$ cat config.mk
export PLATFORM = sky130hd
export DESIGN_NAME = stream_frame_ctrl
export DESIGN_NICKNAME = d
export VERILOG_FILES = /design/src/rtl/stream_frame_ctrl.sv
export SDC_FILE = /design/constraint.sdc
export NUM_CORES = 1
export LEC_CHECK = 0
export ABC_AREA = 1
export CORE_MARGIN = 3
export CORE_UTILIZATION = 25
export DETAILED_ROUTE_END_ITERATION = 16
export HOLD_SLACK_MARGIN = 0.02
export SYNTH_ARGS = -nofsm -noshare
export SYNTH_HDL_FRONTEND = slang
export SYNTH_SLANG_ARGS = --single-unit
$ cat constraint.sdc
create_clock -name aclk -period 6.5 [get_ports aclk]
set_clock_uncertainty 0.15 [all_clocks]
set_input_delay 0.975 -clock aclk [delete_from_list [all_inputs] [get_ports aclk]]
set_output_delay 0.975 -clock aclk [all_outputs]
set_load 0.02 [all_outputs]
$ cat src/rtl/stream_frame_ctrl.sv
// Frame sequencer between the MM2S/S2MM stream FIFOs and the processing core.
// Waits for a full input frame in the MM2S FIFO, forwards in_len words to the core,
// collects out_len result words into the S2MM FIFO with tlast on the final word.
module stream_frame_ctrl #(
  parameter int DATA_WIDTH = 16,
  parameter int LEN_W      = 10,
  parameter int FCNT_W     = 16
) (
  input  logic                  aclk,
  input  logic                  areset,
  input  logic                  cfg_start,
  input  logic                  cfg_abort,
  input  logic [LEN_W-1:0]      cfg_in_len,
  input  logic [LEN_W-1:0]      cfg_out_len,
  input  logic [DATA_WIDTH-1:0] mm2s_tdata,
  input  logic                  mm2s_tvalid,
  input  logic                  mm2s_tlast,
  input  logic [LEN_W-1:0]      mm2s_data_count,
  output logic                  mm2s_tready,
  output logic [DATA_WIDTH-1:0] core_in_tdata,
  output logic                  core_in_tvalid,
  output logic                  core_in_tlast,
  input  logic                  core_in_tready,
  input  logic [DATA_WIDTH-1:0] core_out_tdata,
  input  logic                  core_out_tvalid,
  output logic                  core_out_tready,
  output logic [DATA_WIDTH-1:0] s2mm_tdata,
  output logic                  s2mm_tvalid,
  output logic                  s2mm_tlast,
  input  logic                  s2mm_tready,
  output logic                  busy,
  output logic                  done,
  output logic                  err_cfg,
  output logic                  err_tlast,
  output logic [FCNT_W-1:0]     frame_count
);

  typedef enum logic [1:0] {IDLE, WAIT_FILL, RUN, DONE} state_t;

  // Largest input frame the MM2S FIFO can hold.
  localparam logic [LEN_W:0]    MAX_IN_LEN = (LEN_W+1)'(512);
  localparam logic [LEN_W-1:0]  LEN_ONE    = LEN_W'(1);
  localparam logic [FCNT_W-1:0] FCNT_ONE   = FCNT_W'(1);

  state_t              state_q, state_d;
  logic [LEN_W-1:0]    in_len_q, in_len_d;
  logic [LEN_W-1:0]    out_len_q, out_len_d;
  logic [LEN_W-1:0]    in_cnt_q, in_cnt_d;
  logic [LEN_W-1:0]    out_cnt_q, out_cnt_d;
  logic                err_tlast_q, err_tlast_d;
  logic                err_cfg_q, err_cfg_d;
  logic [FCNT_W-1:0]   frame_count_q, frame_count_d;
  logic                in_last;
  logic                out_last;

  // Next-state, counters and the gated stream passthroughs.
  always_comb begin
    state_d         = state_q;
    in_len_d        = in_len_q;
    out_len_d       = out_len_q;
    in_cnt_d        = in_cnt_q;
    out_cnt_d       = out_cnt_q;
    err_tlast_d     = err_tlast_q;
    err_cfg_d       = 1'b0;
    frame_count_d   = frame_count_q;
    in_last         = 1'b0;
    out_last        = 1'b0;
    mm2s_tready     = 1'b0;
    core_in_tvalid  = 1'b0;
    core_in_tdata   = '0;
    core_in_tlast   = 1'b0;
    core_out_tready = 1'b0;
    s2mm_tvalid     = 1'b0;
    s2mm_tdata      = '0;
    s2mm_tlast      = 1'b0;

    case (state_q)
      IDLE: begin
        if (cfg_start) begin
          if (cfg_in_len == '0 || cfg_out_len == '0 || {1'b0, cfg_in_len} > MAX_IN_LEN) begin
            err_cfg_d = 1'b1;
          end else begin
            in_len_d    = cfg_in_len;
            out_len_d   = cfg_out_len;
            in_cnt_d    = '0;
            out_cnt_d   = '0;
            err_tlast_d = 1'b0;
            state_d     = WAIT_FILL;
          end
        end
      end
      WAIT_FILL: begin
        if (cfg_abort) begin
          state_d = IDLE;
        end else if (mm2s_data_count >= in_len_q) begin
          state_d = RUN;
        end
      end
      RUN: begin
        // Abort drops every valid/ready in the same cycle so no word moves.
        if (cfg_abort) begin
          state_d = IDLE;
        end else begin
          if (in_cnt_q < in_len_q) begin
            in_last        = (in_cnt_q == in_len_q - LEN_ONE);
            core_in_tvalid = mm2s_tvalid;
            mm2s_tready    = core_in_tready;
            core_in_tdata  = mm2s_tdata;
            core_in_tlast  = in_last;
            if (mm2s_tvalid && core_in_tready) begin
              in_cnt_d = in_cnt_q + LEN_ONE;
              // The frame length stays authoritative; a wrong tlast only flags.
              if (mm2s_tlast != in_last) begin
                err_tlast_d = 1'b1;
              end
            end
          end
          if (out_cnt_q < out_len_q) begin
            out_last        = (out_cnt_q == out_len_q - LEN_ONE);
            s2mm_tvalid     = core_out_tvalid;
            core_out_tready = s2mm_tready;
            s2mm_tdata      = core_out_tdata;
            s2mm_tlast      = out_last;
            if (core_out_tvalid && s2mm_tready) begin
              out_cnt_d = out_cnt_q + LEN_ONE;
            end
          end
          if (in_cnt_d == in_len_q && out_cnt_d == out_len_q) begin
            state_d = DONE;
          end
        end
      end
      DONE: begin
        frame_count_d = frame_count_q + FCNT_ONE;
        state_d       = IDLE;
      end
      default: state_d = IDLE;
    endcase
  end

  // State and status registers with synchronous reset.
  always_ff @(posedge aclk) begin
    if (areset) begin
      state_q       <= IDLE;
      in_len_q      <= '0;
      out_len_q     <= '0;
      in_cnt_q      <= '0;
      out_cnt_q     <= '0;
      err_tlast_q   <= 1'b0;
      err_cfg_q     <= 1'b0;
      frame_count_q <= '0;
    end else begin
      state_q       <= state_d;
      in_len_q      <= in_len_d;
      out_len_q     <= out_len_d;
      in_cnt_q      <= in_cnt_d;
      out_cnt_q     <= out_cnt_d;
      err_tlast_q   <= err_tlast_d;
      err_cfg_q     <= err_cfg_d;
      frame_count_q <= frame_count_d;
    end
  end

  assign busy        = (state_q != IDLE);
  assign done        = (state_q == DONE);
  assign err_cfg     = err_cfg_q;
  assign err_tlast   = err_tlast_q;
  assign frame_count = frame_count_q;

endmodule

==> flow_metrics.env, run 1 <==
export IMPL_synthTopCellsByArea="dfxtp_1, nand2_1, inv_1"
export IMPL_fin_nets=1067
export IMPL_netSwitchingPower_mw=0.484
export IMPL_cts_root_buffer="clkbuf_16"
export IMPL_syn_instance_count=840
export IMPL_tritoncts="built"
export IMPL_io_pins=129
export IMPL_post_dp_hpwl_mm=13.0
export IMPL_max_slew_margin_pct=44.5
export IMPL_critPathLaunchType="primary input"
export IMPL_die_area_mm2=0.0228
export IMPL_wirelength_mm=16.1
export IMPL_synth_edff_count=0
export IMPL_grt_overflow=0
export IMPL_syn_num_nets=946
export IMPL_cp_required_ps=5370
export IMPL_switching_share_pct=35.8
export IMPL_final_cell_mix="nand2_1, inv_1, clkdlybuf4s50_1, nor2_1, a21oi_1"
export IMPL_ys_seq_area_share_pct=22.8
export IMPL_p_comb_share_pct=34.6
export IMPL_die_h_um=151
export IMPL_critPathKind="primary input to output port"
export IMPL_cp_end_kind="output port"
export IMPL_avgRoutedWirePerCell_um=13.0
export IMPL_grt_pass1_vias=5185
export IMPL_ys_ff_latch=60
export IMPL_arrival_ps=3310
export IMPL_via_per_inst=4.48
export IMPL_finalCritPeriodShare_pct=68.2
export IMPL_drv_slew=0
export IMPL_grt_pass1_wl_mm=25.9
export IMPL_hold_ws_ps=333
export IMPL_h_tree_depth=3
export IMPL_drive_gt1_share_pct=8.39
export IMPL_worst_pin_slew_ps=831
export IMPL_grt_usage_pct=14.1
export IMPL_numPortBuffers=128
export IMPL_clk_path_buf_depth=2
export IMPL_hold_viol_final=0
export IMPL_syn_area_mm2=0.00526
export IMPL_drtIter0Drc=291
export IMPL_vias=5538
export IMPL_yosysTopAreaCell="dfxtp_1"
export IMPL_critPathLaunch="cfg_abort"
export IMPL_grt_setup_unrepaired="false"
export IMPL_place_inst=1220
export IMPL_async_flop_share_pct=0
export IMPL_status="completed"
export IMPL_finalSetupViolations=0
export IMPL_synth_top_cell_area_share_pct=22.8
export IMPL_min_delay_start="err_tlast"
export IMPL_core_area_mm2=0.0204
export IMPL_leakagePower_nw=3.12
export IMPL_drcViolationCount=0
export IMPL_r2r_start="in_len_q[5]"
export IMPL_syn_avg_cell_area_um2=6.26
export IMPL_ys_types=44
export IMPL_antenna_found_initial=0
export IMPL_rrSetupSlack_ps=3720
export IMPL_setup_tns_final_ps=0
export IMPL_yosys_warnings=0
export IMPL_rows=52
export IMPL_fmax_ghz=0.226
export IMPL_worstHoldPathType="flip-flop to flip-flop"
export IMPL_crit_fanout=18
export IMPL_final_common_cell="nand2_1"
export IMPL_cts_resized=0
export IMPL_holdBufCountCts=0
export IMPL_fin_crit_ps=4430
export IMPL_p_clk_share_pct=35.0
export IMPL_stdcell_count=1235
export IMPL_antenna_cells=0
export IMPL_maxCapViolations=0
export IMPL_die_w_um=151
export IMPL_grt_max_degree=46
export IMPL_p_seq_share_pct=30.4
export IMPL_insertion_delay_ps=330
export IMPL_nFillCells=2225
export IMPL_ant_nets=0
export IMPL_cts_sinks=60
export IMPL_r2r_end="state_q[1]"
export IMPL_path_clk_slew_ps=50
export IMPL_p_int_mw=0.870
export IMPL_initial_core_util_pct=25.7
export IMPL_rr_worst_depth=20
export IMPL_ys_flop_type="dfxtp_1"
export IMPL_firstDrtPassIters=4
export IMPL_postCtsSetupRepairBufs=0
export IMPL_routabilityCongestion=0.924
export IMPL_endpoint="s2mm_tdata[10]"
export IMPL_ir_drop_uv=112
export IMPL_cts_made_buffers=9
export IMPL_area_growth_pct=34.7
export IMPL_p_per_area_mw_per_mm2=191
[flip-flops by register name, indices dropped and copies added, names as in the netlist]
signal / flops
in_len_q: 10
out_len_q: 10
out_cnt_q: 10
in_cnt_q: 10
err_cfg: 1
err_tlast: 1
frame_count: 16
state_q: 2
[how the worst min path moves through the flow]
stage,endpoint,slack (ps),cells past startpoint
final,err_tlast,330,2
after global routing,err_tlast,340,2
after CTS,err_tlast,330,2
after detailed placement,err_tlast,320,2
after global placement,err_tlast,310,2
after floorplan,out_len_q[9],310,2
[routing by layer]
layer	global-route usage [%]	share of wire, %
met5	0	0
met1	18.5	46
met3	3.47	7.4
met2	23.0	45
met4	4.22	1.8
[power groups by stage]
stage	Combinational (mW)	Sequential, mW	Clock (mW)
2_1_floorplan	0.333	0.409	0
5_1_grt	0.529	0.413	0.499
4_1_cts	0.469	0.410	0.480
3_3_place_gp	0.464	0.418	0
3_5_place_dp	0.466	0.418	0
6_report	0.468	0.411	0.474
[kinds of logic (layout without fill, tap and decap cells)]
logic type / after synthesis / in the layout / synth area share [%]
buffers and inverters: 163 / 288 / 12.0
adders and majority gates: 35 / 35 / 8.33
and+or+nand+nor: 426 / 426 / 38.7
DFF: 60 / 60 / 22.8
AOI/OAI and AO/OA: 121 / 121 / 12.1
xor gates and xnor gates: 35 / 35 / 5.97
[through the flow]
| step | total power [mW] | setup slack [ps] | utilization [%] | cell area, µm² |
|---|---|---|---|---|
| after floorplan | 0.742 | 3340 | - | 5260 |
| after global placement | 0.882 | 2130 | 33.3 | 6800 |
| after detailed placement | 0.884 | 2080 | 33.3 | 6800 |
| after CTS | 1.36 | 2070 | 34.7 | 7080 |
| after global routing | 1.44 | 1860 | 34.7 | 7080 |
| final | 1.35 | 2070 | 34.7 | 7080 |
[layout make-up]
class | instances | area, µm² | share of cell area, %
clock buffers | 13 | 250 | 3.53
clock inverters | 2 | 35.0 | 0.495
inverters | 144 | 546 | 7.70
multi-input cells | 617 | 3420 | 48.3
flip-flops and latches | 60 | 1200 | 17.0
well taps | 270 | 338 | 4.77
repair buffers | 129 | 1290 | 18.2
[critical path: stages]
cell,delay [ps]
clkdlybuf4s50_1,450
nor2_4,360
inv_1,250
nor2_1,310
inv_2,190
nor2_1,130
clkdlybuf4s50_1,620
[Yosys cell counts, types with 13 or more instances]
library cell	instances
clkbuf_1	13
nand2_2	14
nor2_2	13
nand3_1	58
a21oi_1	64
dfxtp_1	60
ha_1	35
nand2_1	194
xor2_1	30
inv_1	129
nor2_1	88
o21ai_0	41
No activity file was read; power rests on OpenSTA's default activity.
==> run 2: changes to the inputs <==
clock period = 4.5 ns   (was 6.5 ns; I/O delays follow)
==> flow_metrics.env, run 2 (synthesis gave the netlist of run 1 again) <==
export IMPL_rr_worst_depth=19
export IMPL_r2r_end="state_q[1]"
export IMPL_hold_ws_ps=322
export IMPL_grt_overflow=0
export IMPL_path_common_cell="nand2_1"
export IMPL_drive_gt1_share_pct=8.98
export IMPL_leakagePower_nw=3.15
export IMPL_post_dp_hpwl_mm=13.1
export IMPL_grt_pass1_vias=5302
export IMPL_post_place_ws_ps=833
export IMPL_rows=52
export IMPL_grt_max_degree=45
export IMPL_ir_drop_uv=153
export IMPL_max_slew_margin_pct=62.9
export IMPL_cts_root_buffer="clkbuf_16"
export IMPL_io_pins=129
export IMPL_fmax_ghz=0.257
export IMPL_antenna_cells=0
export IMPL_crit_fanout=20
export IMPL_nFillCells=2209
export IMPL_status="completed"
export IMPL_drtIter0Drc=320
export IMPL_crit_family="buffers and inverters"
export IMPL_min_delay_start="frame_count[15]"
export IMPL_fin_nets=1070
export IMPL_arrival_ps=3060
export IMPL_cts_resized=0
export IMPL_avgRoutedWirePerCell_um=13.2
export IMPL_tritoncts="built"
export IMPL_path_clk_slew_ps=50
export IMPL_critPathKind="flip-flop to output port"
export IMPL_clk_path_buf_depth=2
export IMPL_rrSetupSlack_ps=1760
export IMPL_cp_cell_sequence="inv_1 -> ha_1 -> nand2_1 -> nand2_1 -> nand2_1 -> nand2_1 -> nand2_2 -> nand3_4 -> nor2_1 -> inv_1 -> nor2_1 -> clkdlybuf4s50_1"
export IMPL_finalSetupViolations=0
export IMPL_insertion_delay_ps=340
export IMPL_h_tree_depth=3
export IMPL_vias=5584
export IMPL_fin_util_pct=34.9
export IMPL_grt_pass1_wl_mm=26.4
export IMPL_die_area_mm2=0.0228
export IMPL_critPathLaunchType="flip-flop"
export IMPL_setup_tns_final_ps=0
export IMPL_antenna_found_initial=0
export IMPL_stdcell_count=1239
export IMPL_place_inst=1223
export IMPL_core_area_mm2=0.0204
export IMPL_setup_slack_ps=611
export IMPL_hold_viol_final=0
export IMPL_hold_depth=1
export IMPL_worstHoldPathType="flip-flop to flip-flop"
export IMPL_final_common_cell="nand2_1"
export IMPL_ant_nets=0
export IMPL_cp_end_kind="output port"
export IMPL_worst_pin_slew_ps=556
export IMPL_slowest_delay_ps=650
export IMPL_crit_slowest_cell="clkdlybuf4s50_1"
export IMPL_postCtsSetupRepairBufs=0
export IMPL_drv_slew=0
export IMPL_holdBufCountCts=0
export IMPL_fin_crit_ps=3890
export IMPL_whs_endpoint="frame_count[15]"
export IMPL_via_per_inst=4.51
export IMPL_area_growth_pct=35.7
export IMPL_die_w_um=151
export IMPL_die_h_um=151
export IMPL_grt_usage_pct=14.5
export IMPL_cts_sinks=60
export IMPL_final_cell_mix="nand2_1, inv_1, clkdlybuf4s50_1, nor2_1, a21oi_1"
export IMPL_maxCapViolations=0
export IMPL_r2r_start="out_cnt_q[7]"
export IMPL_wirelength_mm=16.3
export IMPL_cts_made_buffers=9
export IMPL_p_per_area_mw_per_mm2=286
export IMPL_initial_core_util_pct=25.7
export IMPL_numPortBuffers=128
export IMPL_firstDrtPassIters=5
export IMPL_finalCritPeriodShare_pct=86.4
export IMPL_path_buf_inv=3
export IMPL_drcViolationCount=0
export IMPL_grt_setup_unrepaired="false"
export IMPL_cp_required_ps=3670
export IMPL_largest_reg_flops=16
export IMPL_routabilityCongestion=0.897
-- run 2: changes by cell type in the layout (fill, tap and decap cells not counted), sizes merged --
cell and change:
buf +3, clkbuf -2, clkinv +2, bufinv +1
-- run 2: worst max path at each step --
stage | startpoint | end | slack, ps | cells past startpoint
6_report | in_len_q[3] | core_in_tlast | 610 | 12
5_1_grt | in_len_q[5] | core_in_tlast | 290 | 12
4_1_cts | in_len_q[5] | core_in_tlast | 590 | 12
3_5_place_dp | cfg_abort | core_in_tlast | 830 | 7
3_3_place_gp | cfg_abort | core_in_tlast | 840 | 7
2_1_floorplan | in_len_q[5] | core_in_tdata[10] | 1640 | 13
-- run 2: report_power, final --
| group | internal, mW | switching, mW | total, mW |
|---|---|---|---|
| clock | 0.497 | 0.263 | 0.760 |
| sequential | 0.558 | 0.0347 | 0.593 |
| combinational | 0.260 | 0.429 | 0.688 |
-- run 2: final cells by class --
class                      count  area (µm²)  area share [%]
tap                          270         338            4.73
inverter                     144         546            7.64
multi-input combinational    617        3420            48.0
timing repair buffer         132        1310            18.4
clock inverter                 5        75.1            1.05
sequential                    60        1200            16.8
clock buffer                  11         243            3.40
-- run 2: layer usage --
| layer | global-route usage (%) | vias to the layer above | share of wire (%) |
|---|---|---|---|
| met5 | 0 | - | 0 |
| met4 | 5.44 | 0 | 2.0 |
| met3 | 2.42 | 21 | 6.7 |
| met2 | 23.9 | 178 | 44 |
| met1 | 19.1 | 2455 | 47 |
| li1 | - | 2930 | - |
-- run 2: through the flow --
stage / power [mW] / area (µm²)
global placement: 1.29 / 6820
detailed placement: 1.29 / 6820
CTS: 2.05 / 7140
global route: 2.16 / 7140
finish: 2.04 / 7140
floorplan: 1.07 / 5260
-- run 2: worst reg2reg max path, stage by stage (launching register included) --
cell	delay, ps
dfxtp_1	540
ha_1	320
nand2_1	70
nand2_1	40
nand2_1	50
nand2_1	100
inv_2	70
nand2_2	150
nor2_4	260
nand2_2	120
nand3_1	110
nand2_1	60
nor2_1	80
nand2_1	110
nor2_4	120
nand3_2	60
nand2_2	70
o21ai_1	70
nand2_1	60
inv_1	30
==> run 3: changes to the inputs <==
CTS_CLUSTER_DIAMETER = 150   (was not set)
==> results of run 3 <==
Same layout as run 2: the final DEF is identical, and so are final timing and power.
